===== src/rtl/instr_encoder.sv =====
`default_nettype none
// ============================================================================
// Module   : instr_encoder
// Purpose  : Packs instruction field sets into 32-bit words and streams them
//            into an instruction memory through a small FIFO, one write per
//            cycle. A session starts at base_addr and ends after the word
//            flagged in_last. Illegal field sets are dropped and counted.
// Revision : 1.0 - initial release
// ----------------------------------------------------------------------------
// Ports
//   clk, reset         : rising-edge clock, synchronous active-high reset
//   start, base_addr   : session start pulse and first write address
//   in_valid/in_ready  : field-set handshake
//   in_op, in_funct,
//   in_rd, in_rn,
//   in_src2, in_offset : instruction fields
//   in_last            : final instruction of the session
//   imem_we/addr/wdata : instruction-memory write port
//   imem_ready         : memory can take a write this cycle
//   busy               : high while a session is in RUN or DRAIN
//   done               : one-cycle pulse at the end of a session
//   err_illegal        : one-cycle pulse after an illegal field set
//   err_count          : saturating illegal count, cleared only by reset
// ============================================================================
module instr_encoder #(
  parameter int DEPTH  = 4,
  parameter int ADDR_W = 10
) (
  input  logic              clk,
  input  logic              reset,
  input  logic              start,
  input  logic [ADDR_W-1:0] base_addr,
  input  logic              in_valid,
  output logic              in_ready,
  input  logic [1:0]        in_op,
  input  logic [5:0]        in_funct,
  input  logic [4:0]        in_rd,
  input  logic [4:0]        in_rn,
  input  logic [13:0]       in_src2,
  input  logic [29:0]       in_offset,
  input  logic              in_last,
  output logic              imem_we,
  output logic [ADDR_W-1:0] imem_addr,
  output logic [31:0]       imem_wdata,
  input  logic              imem_ready,
  output logic              busy,
  output logic              done,
  output logic              err_illegal,
  output logic [7:0]        err_count
);

  // DEPTH is a power of two, so the FIFO pointers wrap by natural overflow.
  localparam int                 c_ptr_w = $clog2(DEPTH);
  localparam int                 c_cnt_w = c_ptr_w + 1;
  localparam logic [c_cnt_w-1:0] c_full  = c_cnt_w'(DEPTH);

  typedef enum logic [1:0] {
    IDLE  = 2'd0,
    RUN   = 2'd1,
    DRAIN = 2'd2,
    DONE  = 2'd3
  } state_t;

  // --------------------------------------------------------------------------
  // State
  // --------------------------------------------------------------------------
  state_t             state_q;
  logic               busy_q;
  logic               done_q;
  logic               err_illegal_q;
  logic [7:0]         err_count_q;

  logic [31:0]        fifo_mem_q [DEPTH];
  logic [c_ptr_w-1:0] wr_ptr_q;
  logic [c_ptr_w-1:0] rd_ptr_q;
  logic [c_cnt_w-1:0] count_q;
  logic [c_cnt_w-1:0] count_d;
  logic [ADDR_W-1:0]  addr_q;
  logic [ADDR_W-1:0]  addr_d;

  // --------------------------------------------------------------------------
  // Combinational control
  // --------------------------------------------------------------------------
  logic        w_fifo_empty;
  logic        w_in_ready;
  logic        w_accept;
  logic        w_legal;
  logic        w_push;
  logic        w_pop;
  logic [31:0] w_word;

  always_comb begin
    w_fifo_empty = (count_q == '0);
    // No look-ahead: a full FIFO refuses input even if it pops this cycle.
    w_in_ready   = (state_q == RUN) && (count_q < c_full);
    w_accept     = in_valid && w_in_ready;
    w_push       = w_accept && w_legal;
    w_pop        = !w_fifo_empty && imem_ready;
  end

  // Op 00 only allows a subset of function groups (funct[4:1]); op 11 is
  // reserved. Ops 01 and 10 are always legal.
  always_comb begin
    w_legal = 1'b1;
    case (in_op)
      2'b00: begin
        case (in_funct[4:1])
          4'b0100, 4'b0010, 4'b0000,
          4'b1100, 4'b1101, 4'b1010: w_legal = 1'b1;
          default:                   w_legal = 1'b0;
        endcase
      end
      2'b11:   w_legal = 1'b0;
      default: w_legal = 1'b1;
    endcase
  end

  // Branches carry a 30-bit word offset; everything else uses the R/I layout.
  always_comb begin
    if (in_op == 2'b10) begin
      w_word = {2'b10, in_offset};
    end else begin
      w_word = {in_op, in_funct, in_rd, in_rn, in_src2};
    end
  end

  // Simultaneous push and pop leaves the occupancy unchanged.
  always_comb begin
    count_d = count_q;
    case ({w_push, w_pop})
      2'b10:   count_d = count_q + c_cnt_w'(1);
      2'b01:   count_d = count_q - c_cnt_w'(1);
      default: count_d = count_q;
    endcase
  end

  // The pointer is loaded only in IDLE, where the FIFO is always empty, so a
  // load and an advance never compete.
  always_comb begin
    addr_d = addr_q;
    if ((state_q == IDLE) && start) begin
      addr_d = base_addr;
    end else if (w_pop) begin
      addr_d = addr_q + ADDR_W'(4);
    end
  end

  // --------------------------------------------------------------------------
  // FIFO storage (contents need no reset; occupancy tracks validity)
  // --------------------------------------------------------------------------
  always_ff @(posedge clk) begin
    if (!reset && w_push) begin
      fifo_mem_q[wr_ptr_q] <= w_word;
    end
  end

  // --------------------------------------------------------------------------
  // Datapath registers
  // --------------------------------------------------------------------------
  always_ff @(posedge clk) begin
    if (reset) begin
      wr_ptr_q      <= '0;
      rd_ptr_q      <= '0;
      count_q       <= '0;
      addr_q        <= '0;
      err_illegal_q <= 1'b0;
      err_count_q   <= '0;
    end else begin
      if (w_push) begin
        wr_ptr_q <= wr_ptr_q + c_ptr_w'(1);
      end
      if (w_pop) begin
        rd_ptr_q <= rd_ptr_q + c_ptr_w'(1);
      end
      count_q       <= count_d;
      addr_q        <= addr_d;
      err_illegal_q <= w_accept && !w_legal;
      if (w_accept && !w_legal && (err_count_q != 8'hFF)) begin
        err_count_q <= err_count_q + 8'd1;
      end
    end
  end

  // --------------------------------------------------------------------------
  // Session state machine with registered status outputs
  // --------------------------------------------------------------------------
  always_ff @(posedge clk) begin
    if (reset) begin
      state_q <= IDLE;
      busy_q  <= 1'b0;
      done_q  <= 1'b0;
    end else begin
      done_q <= 1'b0;
      case (state_q)
        IDLE: begin
          if (start) begin
            state_q <= RUN;
            busy_q  <= 1'b1;
          end
        end
        RUN: begin
          // An illegal last instruction still closes the session.
          if (w_accept && in_last) begin
            state_q <= DRAIN;
          end
        end
        DRAIN: begin
          // Empty implies no write can be in flight this cycle.
          if (w_fifo_empty) begin
            state_q <= DONE;
            busy_q  <= 1'b0;
            done_q  <= 1'b1;
          end
        end
        DONE: begin
          state_q <= IDLE;
        end
        default: begin
          state_q <= IDLE;
          busy_q  <= 1'b0;
        end
      endcase
    end
  end

  // --------------------------------------------------------------------------
  // Outputs
  // --------------------------------------------------------------------------
  assign in_ready    = w_in_ready;
  assign imem_we     = w_pop;
  assign imem_addr   = addr_q;
  // Gate the head so the write data reads zero whenever nothing is queued.
  assign imem_wdata  = w_fifo_empty ? 32'h0 : fifo_mem_q[rd_ptr_q];
  assign busy        = busy_q;
  assign done        = done_q;
  assign err_illegal = err_illegal_q;
  assign err_count   = err_count_q;

endmodule
`default_nettype wire


===== config.mk =====
export PLATFORM = sky130hd
export DESIGN_NAME = instr_encoder
export DESIGN_NICKNAME = d
export VERILOG_FILES = /design/src/rtl/instr_encoder.sv
export SDC_FILE = /design/constraint.sdc
export NUM_CORES = 1
export LEC_CHECK = 0
export ABC_AREA = 1
export CAP_MARGIN = 20
export CORE_MARGIN = 1
export CORE_UTILIZATION = 52
export DETAILED_ROUTE_END_ITERATION = 12
export GPL_TIMING_DRIVEN = 0
export PLACE_DENSITY = 0.8
export SLEW_MARGIN = 10
export SYNTH_ARGS = -nofsm -noshare
export SYNTH_HDL_FRONTEND = slang
export SYNTH_SLANG_ARGS = --single-unit

===== constraint.sdc =====
create_clock -name clk -period 3.35 [get_ports clk]
set_input_delay 0.67 -clock clk [delete_from_list [all_inputs] [get_ports clk]]
set_output_delay 0.67 -clock clk [all_outputs]
set_load 0.05 [all_outputs]

==> results.sh <==
export IMPL_clk_pin_slew_ns=0.07
export IMPL_ys_types=33
export IMPL_p_clk_share_pct=27.5
export IMPL_grt_max_degree=27
export IMPL_clock_skew_ns=0.009335
export IMPL_synth_seq_cells=160
export IMPL_fillers=933
export IMPL_core_region_area_mm2=0.01335
export IMPL_slew_viol_final=0
export IMPL_leakagePower_nw=3.457
export IMPL_switching_power_mw=2.550
export IMPL_gp_congestion=0.8706
export IMPL_final_hold_violation_count=0
export IMPL_p_int_mw=4.071
export IMPL_synth_edf_count=128
export IMPL_postCtsResizedCells=0
export IMPL_synthMostInstantiatedCell="nor2_1"
export IMPL_initial_core_util_pct=53.69
export IMPL_grt_setup_unrepaired="no"
export IMPL_wl_um=16870
export IMPL_hold_buffers=0
export IMPL_setup_viol=0
export IMPL_port_buffers=132
export IMPL_fin_cells=1025
export IMPL_fp_row_count=42
export IMPL_worstPathMaxFanout=10
export IMPL_period_minus_slack_ns=3.241
export IMPL_place_inst=992
export IMPL_max_stage_delay_ns=0.84
export IMPL_synth_top_area_share_pct=53.63
export IMPL_fmax_mhz=308.6
export IMPL_die_y_um=119.4
export IMPL_clock_sinks=160
export IMPL_drt_iter0_drc=492
export IMPL_maxCapViolCount=0
export IMPL_ys_top_cells_by_area="edfxtp_1, nor2_1, dfxtp_1, o21ai_0, mux2_2"
export IMPL_synth_cells=680
export IMPL_min_path_cells=2
export IMPL_htree_levels=4
export IMPL_viasPerCell=5.322
export IMPL_dr_pass1_iters=6
export IMPL_synthArstFlopShare_pct=0
export IMPL_vias=5455
export IMPL_cp_end_kind="primary output"
export IMPL_yosysSeqAreaShare_pct=62.57
export IMPL_tns_ns=0
export IMPL_start_kind="register"
export IMPL_avgSynthCellArea_um2=10.54
export IMPL_ant_nets=0
export IMPL_powerDensity_mw_per_mm2=702.9
export IMPL_wire_per_inst_um=16.46
export IMPL_die_width_um=119.4
export IMPL_status="complete, no violations"
export IMPL_antenna_found_initial=0
export IMPL_path_class="reg2out"
export IMPL_synth_area_mm2=0.007167
export IMPL_post_route_period_util_pct=96.74
export IMPL_arrival_ns=2.57
export IMPL_tightest_slew_ns=0.5919
export IMPL_p_seq_share_pct=35.5
export IMPL_synth_ff_type="edfxtp_1"
export IMPL_hold_class="reg2reg"
export IMPL_drive_above_1_share_pct=14.39
export IMPL_grt_pass1_wl_um=26430
export IMPL_yosys_area_top_type="edfxtp_1"
export IMPL_cts_root_buf="clkbuf_16"
export IMPL_ios=133
export IMPL_combPwrFrac_pct=37.0
export IMPL_slowest_stage="clkdlybuf4s50_1"
export IMPL_areaGrowthSynthToFinish_pct=31.42
export IMPL_grt_overflow=0
export IMPL_final_nets=925
export IMPL_p_sw_share_pct=38.52
export IMPL_grt_use_total_pct=24.37
export IMPL_numCtsBuffers=17
export IMPL_rr_worst_depth=10
export IMPL_synth_nets=770
export IMPL_design_die_area_mm2=0.01426
export IMPL_post_cts_setup_buffers=0
export IMPL_drc_errors=0
export IMPL_synthTopCellsByCount="nor2_1, edfxtp_1, o21ai_0"
export IMPL_clk_latency_ns=0.42
export IMPL_slew_headroom_pct=60.45
export IMPL_first_global_vias=5383
export IMPL_cts_tree="built"
export IMPL_irDropWorstVdd_uv=543.2
export IMPL_crit_required_ns=2.68
export IMPL_cts_buffer_depth=2
export IMPL_dp_hpwl_um=11090
export IMPL_crit_path_cell_trace="clkinv_1 > clkbuf_1 > o21ai_0 > a21oi_1 > clkdlybuf4s50_1"
export IMPL_yosysWarnings=0
metrics by stage:
| stage | power, mW | area [um2] | utilization (%) | hold slack [ns] | worst slack [ns] |
|---|---|---|---|---|---|
| after floorplan | 3.985 | 7167 | - | 0.4363 | 0.05951 |
| after global placement | 4.746 | 8708 | 65.24 | 0.4519 | -1.135 |
| after detailed placement | 4.827 | 8841 | 66.24 | 0.4735 | 0.4033 |
| after CTS | 6.624 | 9404 | 70.45 | 0.4920 | 0.02998 |
| after global routing | 6.884 | 9417 | 70.55 | 0.5075 | 0.008699 |
| final | 6.621 | 9419 | 70.57 | 0.4894 | 0.1091 |
cell usage in the layout (no fill, tap or decap), types with 11 or more instances in the layout:
cell type and n:
nor2_1 173, edfxtp_1 128, clkdlybuf4s50_1 128, o21ai_0 78, nand2_1 50, a21oi_1 47, inv_1 33, dfxtp_1 32
mux2_2 28, clkbuf_16 17, ha_1 11
flip-flops by register name, summed over array words and instances (netlist names), named ones only:
register,cells
busy,1
count_q,3
state_q,2
fifo_mem_q,128
imem_addr,10
err_illegal,1
err_count,8
wr_ptr_q,2
rd_ptr_q,2
done,1
cells by family after synthesis:
logic type	Yosys count	share of synthesized area (%)
DFF	160	62.57
AOI/OAI and AO/OA	134	9.497
adders and majority gates	12	2.200
buffers and inverters	76	4.801
xor gates and xnor gates	2	0.2445
and+or+nand+nor	268	16.29
muxes	28	4.399
power by group through the flow:
stage          sequential, mW  clock, mW  combinational, mW
5_1_grt                  2.36       1.91               2.62
3_5_place_dp             2.39          0               2.44
6_report                 2.35       1.82               2.45
3_3_place_gp             2.39          0               2.36
2_1_floorplan            2.54          0               1.45
4_1_cts                  2.35       1.83               2.45
worst max-delay path, delay by kind of cell, from the launching register on:
kind | cells | cell delay (ns)
flops | 1 | 0.31
compound gates | 2 | 0.40
buf+inv | 3 | 1.45
path summary, 6_finish.rpt:
kind,slack (ns),end,from
worst min register to register,0.49,count_q[1]$_SDFFE_PP0P_,count_q[1]$_SDFFE_PP0P_
worst max register to register,0.91,fifo_mem_q[1][28]$_DFFE_PP_,state_q[1]$_SDFFE_PP0P_
worst max-delay path,0.11,imem_wdata[20],register
worst min-delay path,0.49,count_q[1]$_SDFFE_PP0P_,count_q[1]$_SDFFE_PP0P_
metal layers:
layer  global-route usage, %  routed length [um]  vias to the layer above
met1                   30.02                6884                     2566
met3                   5.508                1266                       22
met4                   8.047                 222                        0
met5                       0                   0                        -
met2                   42.37                8501                      231
li1                        -                   -                     2636
cell type report:
| type | count | area [um2] | area share, % |
|---|---|---|---|
| multi-input combinational | 444 | 2369 | 25.15 |
| tap | 176 | 220.2 | 2.338 |
| timing repair buffer | 136 | 1434 | 15.22 |
| inverter | 43 | 162.7 | 1.727 |
| sequential | 160 | 4484 | 47.61 |
| clock buffer | 17 | 425.4 | 4.516 |
| antenna | 1 | 2.502 | 0.02657 |
| clock inverter | 15 | 137.6 | 1.461 |
| buffer | 33 | 183.9 | 1.953 |
Note: power is estimated with default switching activity, not from simulation.
